$ cat src/rtl/dram_arbiter_if.sv
// rtl/dram_arbiter_if.sv - requester and DRAM controller signal bundle for dram_arbiter
interface dram_arbiter_if #(
  parameter int ADDR_WIDTH = 25,
  parameter int DATA_WIDTH = 16
);
  logic                  req0;
  logic                  req1;
  logic                  we0;
  logic                  we1;
  logic [ADDR_WIDTH-1:0] addr0;
  logic [ADDR_WIDTH-1:0] addr1;
  logic [DATA_WIDTH-1:0] wdata0;
  logic [DATA_WIDTH-1:0] wdata1;
  logic                  ack0;
  logic                  ack1;
  logic [DATA_WIDTH-1:0] rdata0;
  logic [DATA_WIDTH-1:0] rdata1;
  logic [ADDR_WIDTH-1:0] dram_addr;
  logic                  dram_write_en;
  logic [DATA_WIDTH-1:0] dram_data_in;
  logic                  dram_refresh_data;
  logic                  dram_data_ready;
  logic [DATA_WIDTH-1:0] dram_read_data;

  modport slave (
    input  req0, req1, we0, we1, addr0, addr1, wdata0, wdata1,
    input  dram_data_ready, dram_read_data,
    output ack0, ack1, rdata0, rdata1,
    output dram_addr, dram_write_en, dram_data_in, dram_refresh_data
  );

  modport master (
    output req0, req1, we0, we1, addr0, addr1, wdata0, wdata1,
    output dram_data_ready, dram_read_data,
    input  ack0, ack1, rdata0, rdata1,
    input  dram_addr, dram_write_en, dram_data_in, dram_refresh_data
  );
endinterface

$ cat src/rtl/dram_arbiter.sv
// rtl/dram_arbiter.sv - two-port round-robin arbiter in front of a single DRAM controller port
// Optional wait timeout enabled by defining DRAM_ARB_TIMEOUT_EN.
module dram_arbiter #(
  parameter int ADDR_WIDTH     = 25,
  parameter int DATA_WIDTH     = 16,
  parameter int TIMEOUT_CYCLES = 255
) (
  input  logic            clk,
  input  logic            rst,
  dram_arbiter_if.slave   bus,
  output logic            busy,
  output logic            grant,
  output logic            timeout_err
);

  typedef enum logic [2:0] {IDLE, ISSUE, SETTLE, WAIT, DONE} state_t;

  state_t                state;
  state_t                state_nxt;
  logic                  last_grant;
  logic                  take;
  logic                  pick;
  logic                  tmo_hit;
  logic [ADDR_WIDTH-1:0] addr_q;
  logic                  we_q;
  logic [DATA_WIDTH-1:0] wdata_q;
  logic [DATA_WIDTH-1:0] rdata0_q;
  logic [DATA_WIDTH-1:0] rdata1_q;

`ifdef DRAM_ARB_TIMEOUT_EN
  localparam logic [7:0] TMO_LIMIT = 8'(TIMEOUT_CYCLES);
  logic [7:0] wait_cnt;
  logic       tmo_err_q;

  assign tmo_hit     = (state == WAIT) && !bus.dram_data_ready && (wait_cnt == TMO_LIMIT);
  assign timeout_err = tmo_err_q;
`else
  assign tmo_hit     = 1'b0;
  // Without the counter the limit has no effect; this term is constant low.
  assign timeout_err = (TIMEOUT_CYCLES < 0);
`endif

  always_ff @(posedge clk or negedge rst) begin
    if (!rst) state <= IDLE;
    else      state <= state_nxt;
  end

  always_comb begin
    state_nxt = state;
    take      = 1'b0;
    pick      = 1'b0;
    case (state)
      IDLE: begin
        if (bus.req0 && bus.req1) begin
          take = 1'b1;
          pick = ~last_grant;
        end else if (bus.req0) begin
          take = 1'b1;
          pick = 1'b0;
        end else if (bus.req1) begin
          take = 1'b1;
          pick = 1'b1;
        end
        if (take) state_nxt = ISSUE;
      end
      ISSUE:   state_nxt = SETTLE;
      SETTLE:  state_nxt = WAIT;
      WAIT:    if (bus.dram_data_ready || tmo_hit) state_nxt = DONE;
      DONE:    state_nxt = IDLE;
      default: state_nxt = IDLE;
    endcase
  end

  always_ff @(posedge clk or negedge rst) begin
    if (!rst) begin
      last_grant <= 1'b1;
      grant      <= 1'b0;
      addr_q     <= '0;
      we_q       <= 1'b0;
      wdata_q    <= '0;
      rdata0_q   <= '0;
      rdata1_q   <= '0;
`ifdef DRAM_ARB_TIMEOUT_EN
      wait_cnt   <= '0;
      tmo_err_q  <= 1'b0;
`endif
    end else begin
      case (state)
        IDLE: begin
          if (take) begin
            addr_q     <= pick ? bus.addr1  : bus.addr0;
            we_q       <= pick ? bus.we1    : bus.we0;
            wdata_q    <= pick ? bus.wdata1 : bus.wdata0;
            grant      <= pick;
            last_grant <= pick;
          end
        end
`ifdef DRAM_ARB_TIMEOUT_EN
        ISSUE:  wait_cnt <= '0;
        SETTLE: wait_cnt <= wait_cnt + 8'd1;
`endif
        WAIT: begin
`ifdef DRAM_ARB_TIMEOUT_EN
          wait_cnt <= wait_cnt + 8'd1;
`endif
          if (bus.dram_data_ready) begin
            if (!we_q) begin
              if (grant) rdata1_q <= bus.dram_read_data;
              else       rdata0_q <= bus.dram_read_data;
            end
          end else if (tmo_hit) begin
            // A timed-out read returns a recognisable poison word.
            if (!we_q) begin
              if (grant) rdata1_q <= DATA_WIDTH'(16'hDEAD);
              else       rdata0_q <= DATA_WIDTH'(16'hDEAD);
            end
`ifdef DRAM_ARB_TIMEOUT_EN
            tmo_err_q <= 1'b1;
`endif
          end
        end
        DONE: we_q <= 1'b0;
        default: ;
      endcase
    end
  end

  assign busy                  = (state != IDLE);
  assign bus.dram_refresh_data = (state == ISSUE);
  assign bus.ack0              = (state == DONE) && !grant;
  assign bus.ack1              = (state == DONE) && grant;
  assign bus.dram_addr         = addr_q;
  assign bus.dram_write_en     = we_q;
  assign bus.dram_data_in      = wdata_q;
  assign bus.rdata0            = rdata0_q;
  assign bus.rdata1            = rdata1_q;

endmodule
$ cat src/flat_wrapper.sv
// flat-port wrapper written by rule: the top's interface ports become plain ports
module dram_arbiter_flat 
#(
  parameter int ADDR_WIDTH     = 25,
  parameter int DATA_WIDTH     = 16,
  parameter int TIMEOUT_CYCLES = 255
)
  (clk, rst, busy, grant, timeout_err, bus_req0, bus_req1, bus_we0, bus_we1, bus_addr0, bus_addr1, bus_wdata0, bus_wdata1, bus_dram_data_ready, bus_dram_read_data, bus_ack0, bus_ack1, bus_rdata0, bus_rdata1, bus_dram_addr, bus_dram_write_en, bus_dram_data_in, bus_dram_refresh_data);
  dram_arbiter_if #(.ADDR_WIDTH(ADDR_WIDTH), .DATA_WIDTH(DATA_WIDTH)) bus_i ();
  input  logic clk;
  input  logic rst;
  output logic busy;
  output logic grant;
  output logic timeout_err;
  input wire logic [$bits(bus_i.req0)-1:0] bus_req0;
  input wire logic [$bits(bus_i.req1)-1:0] bus_req1;
  input wire logic [$bits(bus_i.we0)-1:0] bus_we0;
  input wire logic [$bits(bus_i.we1)-1:0] bus_we1;
  input wire logic [$bits(bus_i.addr0)-1:0] bus_addr0;
  input wire logic [$bits(bus_i.addr1)-1:0] bus_addr1;
  input wire logic [$bits(bus_i.wdata0)-1:0] bus_wdata0;
  input wire logic [$bits(bus_i.wdata1)-1:0] bus_wdata1;
  input wire logic [$bits(bus_i.dram_data_ready)-1:0] bus_dram_data_ready;
  input wire logic [$bits(bus_i.dram_read_data)-1:0] bus_dram_read_data;
  output wire logic [$bits(bus_i.ack0)-1:0] bus_ack0;
  output wire logic [$bits(bus_i.ack1)-1:0] bus_ack1;
  output wire logic [$bits(bus_i.rdata0)-1:0] bus_rdata0;
  output wire logic [$bits(bus_i.rdata1)-1:0] bus_rdata1;
  output wire logic [$bits(bus_i.dram_addr)-1:0] bus_dram_addr;
  output wire logic [$bits(bus_i.dram_write_en)-1:0] bus_dram_write_en;
  output wire logic [$bits(bus_i.dram_data_in)-1:0] bus_dram_data_in;
  output wire logic [$bits(bus_i.dram_refresh_data)-1:0] bus_dram_refresh_data;
  assign bus_i.req0 = bus_req0;
  assign bus_i.req1 = bus_req1;
  assign bus_i.we0 = bus_we0;
  assign bus_i.we1 = bus_we1;
  assign bus_i.addr0 = bus_addr0;
  assign bus_i.addr1 = bus_addr1;
  assign bus_i.wdata0 = bus_wdata0;
  assign bus_i.wdata1 = bus_wdata1;
  assign bus_i.dram_data_ready = bus_dram_data_ready;
  assign bus_i.dram_read_data = bus_dram_read_data;
  assign bus_ack0 = bus_i.ack0;
  assign bus_ack1 = bus_i.ack1;
  assign bus_rdata0 = bus_i.rdata0;
  assign bus_rdata1 = bus_i.rdata1;
  assign bus_dram_addr = bus_i.dram_addr;
  assign bus_dram_write_en = bus_i.dram_write_en;
  assign bus_dram_data_in = bus_i.dram_data_in;
  assign bus_dram_refresh_data = bus_i.dram_refresh_data;
  dram_arbiter #(.ADDR_WIDTH(ADDR_WIDTH), .DATA_WIDTH(DATA_WIDTH), .TIMEOUT_CYCLES(TIMEOUT_CYCLES)) u_core (.clk(clk), .rst(rst), .bus(bus_i), .busy(busy), .grant(grant), .timeout_err(timeout_err));
endmodule
$ cat config.mk
export PLATFORM = sky130hd
export DESIGN_NAME = dram_arbiter_flat
export DESIGN_NICKNAME = d
export VERILOG_FILES = /design/src/rtl/dram_arbiter_if.sv /design/src/rtl/dram_arbiter.sv /design/src/flat_wrapper.sv
export SDC_FILE = /design/constraint.sdc
export NUM_CORES = 1
export LEC_CHECK = 0
export CAP_MARGIN = 15
export CORE_ASPECT_RATIO = 0.75
export CORE_MARGIN = 4
export CORE_UTILIZATION = 40
export DETAILED_ROUTE_END_ITERATION = 10
export GPL_ROUTABILITY_DRIVEN = 1
export PLACE_DENSITY = 0.8
export SLEW_MARGIN = 20
export SYNTH_ARGS = -nofsm -noshare
export SYNTH_HDL_FRONTEND = slang
export SYNTH_SLANG_ARGS = --single-unit
$ cat constraint.sdc
create_clock -name clk -period 5 [get_ports clk]
set_clock_uncertainty 0.05 [all_clocks]
set_input_delay 1 -clock clk [delete_from_list [all_inputs] [get_ports clk]]
set_output_delay 1 -clock clk [all_outputs]
set_load 0.02 [all_outputs]
# Word level (Yosys, flattened, before mapping)
# Index checks and enable logic that the tools add are counted.
# word_totals
regBits	79
input_bits	105
output_inout_bits	80
elab_cells	46
# op_classes
n_eq_ne	7
muxes	16
bitwise_logic	3
reduce_logical	12
# ops
operator	count
2-to-1 mux 25 bit	1
2-to-1 mux 16 bit	1
case mux 3 bit (4 select lines)	1
2-to-1 mux 1 bit	10
AND reduction 4 bit	2
equality test 3 x 2 -> 1 bit, second input constant	2
2-to-1 mux 3 bit	2
AND reduction 2 bit	3
!= test 2 bit, second input constant	2
equality test 3 x 1 -> 1 bit, second input constant	1
equality test 3 bit, second input constant	1
logical AND 1 bit	3
zero test 3 bit	1
NOT 1 bit	3
nonzero test 3 bit	1
!= test 2 x 1 -> 1 bit, second input constant	1
case mux 1 bit (2 select lines)	1
nonzero test 2 bit	1
zero test 1 bit	1

# Depth between registers and ports, before layout
# logic_depth
word_depth	7
mapped_depth	6
mapped_depth_nobuf	4

# Worst setup path after synthesis
# No wires, ideal clock.
# synth_timing
kind	register -> output
start	reg u_core.state[0]
end	out bus_ack0
arrival_ps	1253
t_required_ps	3950
path_slack_ps	2697
path_stages_with_launch	4
path_buffers	1
cell_sequence	dfrtp_1 > buf_6 > or3b_2 > nor2_1
# synth_via
elab_chain_len	2
# synth_rtl
item	line	text
start, declared	dram_arbiter.sv:18	state_t state;
start signal, assigned	dram_arbiter.sv:45	else state <= state_nxt;
equality test 3 bit	dram_arbiter.sv:130	assign bus.ack0 = (state == DONE) && !grant;
logical AND 1 bit	dram_arbiter.sv:130	
end, declared	flat_wrapper.sv:25	output wire logic [$bits(bus_i.ack0)-1:0] bus_ack0;
# Every way passes these cells.

# Worst setup path in the final report
# layout_timing
start	reg u_core.state[0]
end	out busy
# layout_via
elab_chain_len	1
# layout_rtl
item	line	text
nonzero test 3 bit	dram_arbiter.sv:128	assign busy = (state != IDLE);
end, declared	flat_wrapper.sv:12	output logic busy;
# Every way passes these cells.

==> key figures <==
Outcome
  – Outcome: completed

STA
  – Final Hold Vio Count: 0
  – Max Fclk: 0.312 GHz
  – Final number of max-transition violations: 0
  – Post-layout min period: between 3000 and 4000 ps
  – Final setup vio count: 0
  – RSZ-0062 raised after global routing: no
  – Slew @ Worst Pin: between 900 and 1000 ps
  – Relative slew slack: 0.352
  – Setup TNS: 0 ps
  – Final period util: 0.642

Global routing
  – Largest net degree at the start of global routing: 80
  – Initial antenna violation count: 0
  – M1 GR Usage: 0.277
  – First-pass GRT wire length: ~17000 µm
  – Vias in the first global route: 3400
  – GR Util met3: 0.0826
  – Most used routing layer: met2
  – GRT Overall Usage: 0.202
  – Met2 Resource Use GR: 0.303
  – Gr ovfl total: 0

Synthesis
  – Number of enable flip-flop cells after synthesis: 0
  – Synth warn: 0
  – Synth cell types: 28
  – Syn avg cell area: approximately 11 µm²
  – Synth Register Bits: 79
  – Cell area after synthesis: around 3600 µm²
  – Cells after Synth: 331
  – Count leader, synth: dfrtp_1
  – Top cells by area, synth: dfrtp_1 (55%), mux2_2 (10%), o31ai_1 (8.8%), a21oi_1 (5.9%), o21ai_0 (5.8%)
  – Sequential area share after synthesis: 0.555
  – Post-synth top cells: dfrtp_1 (78), nor2_1 (46), a21oi_1 (42), o31ai_1 (42), o21ai_0 (41)
  – Cell taking the most area after synthesis: dfrtp_1
  – Fraction of registers with async set/reset: 1.00
  – Share of the synthesized area in the top cell type: 0.548
  – Predominant post-synthesis flop cell: dfrtp_1
  – Post-synth net total: ~440

Layout
  – Antenna diodes: 0
  – Share of layout cells above drive strength 1: 0.127
  – Syn-to-layout area delta: 62.4%
  – Post-route insts no fill: slightly above 600
  – Fin nets: 605

Floorplanning
  – Initial cell density of the core: 0.416
  – Die width: 117 µm
  – Die H: 89.7 µm
  – Core Region: about 8600 µm²
  – I/O pin count: 185
  – Row count: 29
  – Die area: between 10000 and 15000 µm²

Critical path
  – Crit path kind: register to output port
  – CP max FO: between 40 and 50
  – Critical path arrival: 2160 ps
  – CP Cell Sequence: nor3_4 > inv_2 > clkdlybuf4s50_1
  – Crit end category: output port
  – Largest stage delay, worst path: 730 ps
  – CP max-delay cell: clkdlybuf4s50_1
  – Startpoint type of the worst setup path: register
  – Required time of the critical path: ~4000 ps

Clock network
  – Clock slew at reported path FFs: 60 ps
  – # H-tree levels: 3
  – Clk_lat worst skew: between 300 and 400 ps
  – Clk root buf: clkbuf_16
  – Cts hold-fix bufs: 0
  – CTS resizes: 0
  – Post-CTS Setup Repair Bufs: 0
  – Clock tree buffer depth: 2
  – CTS buffer count: 9
  – Clk sinks: 79
  – TritonCTS clock tree: done

Drt
  – 1st-pass router iterations: 5
  – Drt via density: between 5 and 6
  – Drt drc: 0
  – Routed WL: approximately 11000 µm
  – Vias post-DR: roughly 3300
  – Remaining antenna violation count: 0
  – WL per Instance: 17.4 µm
  – First DRT Iteration DRCs: between 200 and 250

Power and ir drop
  – Max VDD drop: 0.246 mV
  – Pwr Density: just over 600 nW/µm²
  – Leak: ~2.4 nW
  – Final total power: roughly 3.5 mW

Job
  – Max_cap viols: 0

Placement
  – Placer Congestion: around 0.76
  – DP Cell Count: a little under 600
  – Hpwl dp: between 7000 and 8000 µm
  – Port Buf Inserts: about 180

Worst hold path
  – Min-Delay Path Class: register to register
[sequential cells by signal, summed over array words and instances, names as in the netlist]
| name | count |
|---|---|
| u_core.bus.dram_data_in | 16 |
| u_core.bus.rdata1 | 16 |
| u_core.state | 3 |
| u_core.grant | 1 |
| u_core.bus.dram_write_en | 1 |
| u_core.last_grant | 1 |
| u_core.bus.dram_addr | 25 |
| u_core.bus.rdata0 | 16 |
[worst max-delay path: cells and delay by family, from the launching register on]
family | cells | cell delay, ps
flip-flops | 1 | 520
buffers and inverters | 2 | 1200
AND/OR/NAND/NOR | 1 | 80
[per-layer routing]
| metal | up-vias | part of all wire |
|---|---|---|
| met5 | - | 0 |
| met4 | 0 | 0.0044 |
| met3 | 6 | 0.10 |
| met2 | 154 | 0.45 |
| met1 | 1574 | 0.44 |
| li1 | 1532 | - |
[report_power, final]
group | internal, mW | switching, mW | leakage, nW
combinational | 0.848 | 0.884 | 1.24
clock | 0.414 | 0.244 | 0.152
sequential | 0.940 | 0.185 | 0.979
[cells by family (layout without fill, tap and decap cells)]
logic type,after synthesis,after routing,synth area share
flip-flops,79,79,0.555
buffers and inverters,31,204,0.0393
multiplexers,32,32,0.101
other,1,1,0.00105
AND/OR/NAND/NOR,56,56,0.0804
AO/OA/AOI/OAI,132,132,0.223
[through the flow]
step                instance area [µm²]  hold slack, ps  utilization  setup WS (ps)
CTS                                5730             458        0.669           1760
global placement                   5430             438        0.634           1740
global route                       5790             476        0.676           1670
detailed placement                 5430             444        0.634           1780
finish                             5790             454        0.676           1790
floorplan                          3560             488            -           2700
[placed cells by master (no fill, tap or decap), types with 2 or more instances in the layout]
| master | count |
|---|---|
| a22o_1 | 2 |
| mux2_2 | 32 |
| a21oi_1 | 42 |
| buf_4 | 3 |
| clkbuf_16 | 9 |
| inv_6 | 2 |
| clkbuf_8 | 2 |
| dfrtp_1 | 78 |
| nor3_4 | 2 |
| clkdlybuf4s50_1 | 182 |
| o21ai_0 | 41 |
| nor2_1 | 45 |
| o31ai_1 | 42 |
| buf_16 | 2 |
[layout make-up]
class	count	area (µm²)
Inverter	2	7.51
Sequential cell	79	1980
Fill cell	634	2780
Clock inverter	4	52.6
Timing Repair Buffer	187	1900
Multi-Input combinational cell	221	1460
Tap cell	108	135
Clock buffer	11	253
[path summary, 6_finish.rpt]
| path | from | end | slack [ps] | cells after the start |
|---|---|---|---|---|
| max in group asynchronous | rst | u_core.bus.rdata0[3] | 3480 | 1 |
| setup / recovery | u_core.state[0] | busy | 1790 | 3 |
| hold / removal | u_core.bus.rdata1[7] | u_core.bus.rdata1[7] | 450 | 1 |
| min in group asynchronous | rst | u_core.bus.rdata0[0] | 760 | 1 |
| setup reg to reg | u_core.state[0] | u_core.bus.dram_addr[4] | 2830 | 5 |
| hold reg to reg | u_core.bus.rdata1[7] | u_core.bus.rdata1[7] | 450 | 1 |
(Power assumes the default switching activity.)
